==> config.mk <==
export PLATFORM = sky130hd
export DESIGN_NAME = load_v_stream
export DESIGN_NICKNAME = d
export VERILOG_FILES = /design/src/rtl/load_v_stream_pkg.sv /design/src/rtl/load_v_stream_rd_lat_pipe.sv /design/src/rtl/load_v_stream.sv
export SDC_FILE = /design/constraint.sdc
export NUM_CORES = 1
export LEC_CHECK = 0
export ABC_CLOCK_PERIOD_IN_PS = 34100
export BUFFER_PORTS_ARGS = -buffer_cell sky130_fd_sc_hd__buf_2
export CAP_MARGIN = 20
export CORE_ASPECT_RATIO = 0.8
export CORE_MARGIN = 1.5
export CORE_UTILIZATION = 55
export CTS_CLUSTER_DIAMETER = 200
export DETAILED_ROUTE_END_ITERATION = 8
export GPL_TIMING_DRIVEN = 1
export PLACE_DENSITY_LB_ADDON = 0.15
export SKIP_CTS_REPAIR_TIMING = 1
export SKIP_LAST_GASP = 1
export SLEW_MARGIN = 10
export SYNTH_ARGS = -nofsm -noshare
export SYNTH_HDL_FRONTEND = slang
export SYNTH_SLANG_ARGS = --single-unit
==> constraint.sdc <==
create_clock -name clk -period 34.1 [get_ports clk]
set_clock_uncertainty 0.2 [all_clocks]
set_input_delay 8.525 -clock clk [delete_from_list [all_inputs] [get_ports clk]]
set_output_delay 8.525 -clock clk [all_outputs]
set_load 0.05 [all_outputs]
==> src/rtl/load_v_stream_pkg.sv <==
// Shared types and helpers for the load_v_stream tile loader.
package load_v_stream_pkg;

    // Width of one element in bits; the loader moves bytes.
    localparam int unsigned ELEM_BITS = 8;

    typedef enum logic [2:0] {
        ST_IDLE,
        ST_FETCH,
        ST_WAIT_DATA,
        ST_PRESENT,
        ST_DONE
    } state_e;

    // Number of tiles needed to hold len elements (ceiling division).
    function automatic int unsigned num_tiles(input int unsigned len, input int unsigned tile_elems);
        return (len + tile_elems - 1) / tile_elems;
    endfunction

endpackage

==> src/rtl/load_v_stream_rd_lat_pipe.sv <==
// Fixed-latency tracker of issued reads: {valid, beat index} delayed by LATENCY cycles.
module load_v_stream_rd_lat_pipe #(
    parameter int unsigned LATENCY = 1,
    parameter int unsigned IDX_W   = 3
) (
    input  logic             clk,
    input  logic             rst,
    input  logic             valid_i,
    input  logic [IDX_W-1:0] idx_i,
    output logic             valid_o,
    output logic [IDX_W-1:0] idx_o
);

    logic [LATENCY-1:0]            valid_q;
    logic [LATENCY-1:0][IDX_W-1:0] idx_q;

    // Shift register; reset flushes every in-flight read so late data is dropped.
    always_ff @(posedge clk or posedge rst) begin
        if (rst) begin
            valid_q <= '0;
            idx_q   <= '0;
        end else begin
            valid_q[0] <= valid_i;
            idx_q[0]   <= idx_i;
            for (int unsigned s = 1; s < LATENCY; s++) begin
                valid_q[s] <= valid_q[s-1];
                idx_q[s]   <= idx_q[s-1];
            end
        end
    end

    assign valid_o = valid_q[LATENCY-1];
    assign idx_o   = idx_q[LATENCY-1];

endmodule

==> src/rtl/load_v_stream.sv <==
// Vector load streamer: fetches length bytes from DRAM in BEAT_BYTES beats and
// streams zero-padded TILE_ELEMS-element tiles over valid/ready.
// Optional stall counter output enabled by LOAD_V_STREAM_STALL_CNT_EN.
module load_v_stream
    import load_v_stream_pkg::*;
#(
    parameter int unsigned TILE_ELEMS  = 32,
    parameter int unsigned DATA_WIDTH  = 8,
    parameter int unsigned BEAT_BYTES  = 4,
    parameter int unsigned ADDR_WIDTH  = 24,
    parameter int unsigned LEN_WIDTH   = 16,
    parameter int unsigned MEM_LATENCY = 1
) (
    input  logic                             clk,
    input  logic                             rst,
    input  logic                             start_valid,
    output logic                             start_ready,
    input  logic [ADDR_WIDTH-1:0]            dram_addr,
    input  logic [LEN_WIDTH-1:0]             length,
    output logic                             mem_rd_en,
    output logic [ADDR_WIDTH-1:0]            mem_addr,
    input  logic [BEAT_BYTES*8-1:0]          mem_rdata,
    output logic [TILE_ELEMS*DATA_WIDTH-1:0] tile_data,
    output logic                             tile_valid,
    input  logic                             tile_ready,
    output logic                             tile_last,
    output logic                             done,
    output logic                             busy,
    output logic                             err_misaligned
`ifdef LOAD_V_STREAM_STALL_CNT_EN
    ,
    output logic [31:0]                      stall_cycles
`endif
);

    localparam int unsigned BEATS  = TILE_ELEMS / BEAT_BYTES;
    localparam int unsigned BIDX_W = (BEATS > 1) ? $clog2(BEATS) : 1;
    localparam int unsigned EIDX_W = LEN_WIDTH + 1;
    localparam int unsigned TILE_W = TILE_ELEMS * DATA_WIDTH;

    if (DATA_WIDTH != ELEM_BITS) begin : g_bad_data_width
        $fatal(1, "load_v_stream: DATA_WIDTH must be 8");
    end

    state_e                  state_q, state_d;
    logic [ADDR_WIDTH-1:0]   addr_q, addr_d;
    logic [LEN_WIDTH-1:0]    len_q, len_d;
    logic [EIDX_W-1:0]       base_q, base_d;
    logic [EIDX_W-1:0]       tiles_q, tiles_d;
    logic [BIDX_W-1:0]       beat_q, beat_d;
    logic [TILE_W-1:0]       tile_q, tile_d;
    logic                    rd_en_q, rd_en_d;
    logic                    tvalid_q, tvalid_d;
    logic                    tlast_q, tlast_d;
    logic                    done_q, done_d;
    logic                    err_q, err_d;
    logic                    sready_q, sready_d;
    logic                    busy_q, busy_d;
    logic                    pipe_valid;
    logic [BIDX_W-1:0]       pipe_idx;
    logic                    misaligned_c;

    load_v_stream_rd_lat_pipe #(
        .LATENCY (MEM_LATENCY),
        .IDX_W   (BIDX_W)
    ) u_rd_lat_pipe (
        .clk     (clk),
        .rst     (rst),
        .valid_i (rd_en_q),
        .idx_i   (beat_q),
        .valid_o (pipe_valid),
        .idx_o   (pipe_idx)
    );

    assign misaligned_c = (dram_addr % ADDR_WIDTH'(BEAT_BYTES)) != '0;

    // Next-state, tile capture and registered-output decode.
    always_comb begin
        state_d  = state_q;
        addr_d   = addr_q;
        len_d    = len_q;
        base_d   = base_q;
        tiles_d  = tiles_q;
        beat_d   = beat_q;
        tile_d   = tile_q;
        err_d    = 1'b0;

        case (state_q)
            ST_IDLE, ST_DONE: begin
                state_d = ST_IDLE;
                if (start_valid) begin
                    addr_d  = dram_addr;
                    len_d   = length;
                    base_d  = '0;
                    beat_d  = '0;
                    tiles_d = EIDX_W'(num_tiles(32'(length), TILE_ELEMS));
                    if (misaligned_c) begin
                        err_d = 1'b1;
                    end else if (length == '0) begin
                        state_d = ST_DONE;
                    end else begin
                        state_d = ST_FETCH;
                    end
                end
            end
            ST_FETCH: begin
                addr_d = addr_q + ADDR_WIDTH'(BEAT_BYTES);
                beat_d = beat_q + BIDX_W'(1);
                if (beat_q == BIDX_W'(BEATS - 1)) begin
                    state_d = ST_WAIT_DATA;
                end
            end
            ST_WAIT_DATA: begin
                if (pipe_valid && (pipe_idx == BIDX_W'(BEATS - 1))) begin
                    state_d = ST_PRESENT;
                end
            end
            ST_PRESENT: begin
                if (tile_ready) begin
                    tiles_d = tiles_q - EIDX_W'(1);
                    if (tiles_q == EIDX_W'(1)) begin
                        state_d = ST_DONE;
                    end else begin
                        state_d = ST_FETCH;
                        base_d  = base_q + EIDX_W'(TILE_ELEMS);
                        beat_d  = '0;
                    end
                end
            end
            default: state_d = ST_IDLE;
        endcase

        // Returning beat lands in its slot; elements past the command length read as zero.
        if (pipe_valid) begin
            for (int unsigned b = 0; b < BEATS; b++) begin
                if (pipe_idx == BIDX_W'(b)) begin
                    for (int unsigned i = 0; i < BEAT_BYTES; i++) begin
                        tile_d[(b*BEAT_BYTES+i)*ELEM_BITS +: ELEM_BITS] =
                            ((base_q + EIDX_W'(b*BEAT_BYTES+i)) < EIDX_W'(len_q)) ?
                            mem_rdata[i*ELEM_BITS +: ELEM_BITS] : '0;
                    end
                end
            end
        end

        rd_en_d  = (state_d == ST_FETCH);
        tvalid_d = (state_d == ST_PRESENT);
        tlast_d  = (state_d == ST_PRESENT) && (tiles_d == EIDX_W'(1));
        done_d   = (state_d == ST_DONE);
        sready_d = (state_d == ST_IDLE) || (state_d == ST_DONE);
        busy_d   = (state_d != ST_IDLE);
    end

    // State, datapath and output registers.
    always_ff @(posedge clk or posedge rst) begin
        if (rst) begin
            state_q  <= ST_IDLE;
            addr_q   <= '0;
            len_q    <= '0;
            base_q   <= '0;
            tiles_q  <= '0;
            beat_q   <= '0;
            tile_q   <= '0;
            rd_en_q  <= 1'b0;
            tvalid_q <= 1'b0;
            tlast_q  <= 1'b0;
            done_q   <= 1'b0;
            err_q    <= 1'b0;
            sready_q <= 1'b1;
            busy_q   <= 1'b0;
        end else begin
            state_q  <= state_d;
            addr_q   <= addr_d;
            len_q    <= len_d;
            base_q   <= base_d;
            tiles_q  <= tiles_d;
            beat_q   <= beat_d;
            tile_q   <= tile_d;
            rd_en_q  <= rd_en_d;
            tvalid_q <= tvalid_d;
            tlast_q  <= tlast_d;
            done_q   <= done_d;
            err_q    <= err_d;
            sready_q <= sready_d;
            busy_q   <= busy_d;
        end
    end

    assign start_ready    = sready_q;
    assign mem_rd_en      = rd_en_q;
    assign mem_addr       = addr_q;
    assign tile_data      = tile_q;
    assign tile_valid     = tvalid_q;
    assign tile_last      = tlast_q;
    assign done           = done_q;
    assign busy           = busy_q;
    assign err_misaligned = err_q;

`ifdef LOAD_V_STREAM_STALL_CNT_EN
    logic [31:0] stall_q;

    // Saturating count of backpressured presentation cycles, cleared per command.
    always_ff @(posedge clk or posedge rst) begin
        if (rst) begin
            stall_q <= '0;
        end else if (sready_q && start_valid) begin
            stall_q <= '0;
        end else if (tvalid_q && !tile_ready && (stall_q != '1)) begin
            stall_q <= stall_q + 32'd1;
        end
    end

    assign stall_cycles = stall_q;
`endif

endmodule

==> run_results.csv <==
group,metric,value,unit
yosys,syn_avg_cell_area,10.8,um2
clock_tree,cts_tree,"done",
yosys,synth-simple-area-share,0.123,
global_routing,grt_overflow_total,0,
cells_and_area,multi_input_area,6250,um2
yosys,synth_top_family_by_area,"compound AO/OA/AOI/OAI gates",
cells_and_area,fillers,2099,
cells_and_area,diodes,0,
cells_and_area,regArea,8560,um2
cells_and_area,nets,1845,
yosys,synth_top_area_frac,0.555,
power,irDropWorstVdd,0.0741,mV
timing,relSlewSlack,0.299,
clock_tree,cts_root_buf,"clkbuf_16",
yosys,synth-adder-area-share,0.0374,
placement,port_buffers,362,
min_path,hold_class,"reg2reg",
global_routing,grt_max_degree,138,
yosys,ys.flop_type,"dfrtp_1",
drt,drtPass1Iterations,5,
timing,slew_viol_final,0,
timing,period_minus_slack,10950,ps
placement,gp_congestion,0.923,
timing,setup_viol,0,
clock_tree,clock_sinks,342,
yosys,synth_warnings,0,
global_routing,antenna_found_initial,0,
worst_setup_path,start_kind,"input pin",
yosys,synth-edff-count,0,
worst_setup_path,cp.arrival,11160,ps
floorplan,core_area,27400,um2
drt,remaining_drc_errors,0,
drt,antenna_left,0,
flow_run,maxCapViolations,0,
yosys,ys_seq_area_frac,0.557,
clock_tree,worstSkewPairLatency,510,ps
yosys,async_flop_share,1.00,
worst_setup_path,critPathMaxFanout,66,
yosys,syn-num-nets,1547,
floorplan,rows,54,
global_routing,grt_pass1_wl,75300,um
cells_and_area,syn_to_final_growth,20.9,%
worst_setup_path,crit_type,"in2reg",
power,power_density,125,nW/um2
timing,fin_crit_sh,0.321,
drt,num_vias,13195,
power,fin_total_pwr,0.00232,W
yosys,synth_area,15400,um2
power,p_leak,9.29,nW
floorplan,ios,363,
yosys,yosys.cell_types.count,82,
drt,wire_per_inst,22.9,um
yosys,synth-seq-cells,342,
timing,rsz0062_at_grt,"no",
run_status,status,"complete, no violations",
floorplan,start_util,0.562,
floorplan,die-area,29000,um2
cells_and_area,drive_above_1_share,0.264,
timing,timing.fmax,91.3,MHz
timing,worst_slew_pin_slew,1050,ps
clock_tree,clk_path_buf_depth,3,
min_path,whs_path_depth,0,
yosys,muxShareOfSynthArea,0.00203,
floorplan,fp.dieW,190,um
drt,via_per_inst,6.24,
global_routing,grt_use_total,0.333,
yosys,synth-compound-area-share,0.234,
global_routing,grt_pass1_vias,12788,
clock_tree,htreeDepth,2,
worst_setup_path,worst_r2r_path_depth,8,
timing,totalNegativeSetupSlack,0,ps
timing,hold_viol_final,0,
clock_tree,cts.clk_slew.worst_paths,60,ps
placement,hpwl,34200,um
worst_setup_path,endpoint_kind,"register",
drt,routed_wl,48400,um
clock_tree,cts_buffers,35,
drt,drt_iter0_drc,1264,
yosys,synth_largest_area_cell,"dfrtp_1",
worst_setup_path,required,34310,ps
yosys,synth_xor_area_frac,0.00911,
yosys,synthTopCellsByArea,"dfrtp_1 55%, a22o_1 12%, nand2_1 4.0%",
floorplan,die_h,153,um
yosys,netlist_instances,1425,
## registers in the layout (all words and copies together) (netlist names)
signal,count
base_q,12
beat_q,3
busy,1
done,1
err_misaligned,1
len_q,16
mem_addr,24
mem_rd_en,1
start_ready,1
state_q,3
tile_data,256
tile_last,1
tile_valid,1
tiles_q,17
u_rd_lat_pipe.idx_o,3
u_rd_lat_pipe.valid_o,1
## layout make-up
type                       instances  area share
sequential                       342       0.460
multi-input combinational        930       0.336
timing repair buffer             379       0.105
clock buffer                      53      0.0562
tap                              364      0.0245
clock inverter                    10      0.0104
inverter                          35     0.00747
## through the flow
step | area (um2) | utilization | hold slack, ps | std cells | setup WS, ps
2_1_floorplan | 15400 | - | 178 | 1425 | 15900
3_3_place_gp | 17300 | 0.633 | 201 | 2049 | 22640
3_5_place_dp | 17300 | 0.633 | 202 | 2049 | 22610
4_1_cts | 18600 | 0.679 | 219 | 2112 | 23150
5_1_grt | 18600 | 0.679 | 237 | 2113 | 22860
6_report | 18600 | 0.679 | 213 | 2113 | 23150
## layer usage
metal / GRT usage / part of all wire
met3: 0.0762 / 0.092
met4: 0.112 / 0.035
met2: 0.477 / 0.43
met5: 0 / 0
met1: 0.499 / 0.45
## power by group
part / internal, W / total [W] / switching [W]
sequential: 0.000580 / 0.000711 / 0.000130
clock: 0.000251 / 0.000412 / 0.000161
combinational: 0.000313 / 0.00120 / 0.000888
total: 0.00114 / 0.00232 / 0.00118
## placed cells by master (no fill, tap or decap), types with 10 or more instances in the layout
cell,instances
o211ai_1,11
a21o_1,21
dfrtp_1,341
buf_2,362
a22o_1,218
nand4_1,14
nor4_1,10
nand3_1,46
buf_4,16
a221o_1,10
nand2_1,165
o21ai_0,84
o21a_1,10
nor3_1,29
nor2_1,52
ha_1,46
a21oi_1,50
or3_1,11
clkbuf_16,36
inv_1,34
## worst paths after layout
kind	start	to	slack, ps
worst max-delay path	start_valid	tile_last$_DFF_PP0_	23150
worst min-delay path	beat_q[2]$_DFFE_PP0P_	u_rd_lat_pipe.idx_o[2]$_DFF_PP0_	210
worst max register to register	base_q[6]$_DFFE_PP0P_	tile_data[123]$_DFFE_PP0P_	30020
worst min register to register	beat_q[2]$_DFFE_PP0P_	u_rd_lat_pipe.idx_o[2]$_DFF_PP0_	210
max in group asynchronous	rst	tile_data[35]$_DFFE_PP0P_	23340
min in group asynchronous	rst	tiles_q[16]$_DFF_PP0_	7960
## cells in the mapped netlist, types with 10 or more instances
master and n:
a221o_1 10, ha_1 46, a22o_1 218, o21ai_0 84, inv_1 35, buf_1 28, nand4_1 14, a21oi_1 50
or3_1 11, nor3_1 29, nor2_1 52, dfrtp_1 341, nor4_1 10, nand2_1 165, a21o_1 21, clkbuf_1 85
o21a_1 10, o211ai_1 11, nand3_1 47
## critical path, cell delays in order
cell and delay, ps:
buf_2 100, nor3b_2 140, buf_4 550, nor2_1 290, a22oi_1 230, o21ai_1 140
or4_1 540, or3_1 330, nor4_2 290
## kinds of logic (layout without fill, tap and decap cells)
family / after synthesis / after routing
AO/OA/AOI/OAI: 475 / 475
AND/OR/NAND/NOR: 390 / 390
flip-flops: 342 / 342
buffers and inverters: 153 / 477
adder cells (fa/ha/maj): 46 / 46
XOR/XNOR: 16 / 16
multiplexers: 3 / 3
No activity file was read; power rests on OpenSTA's default activity.
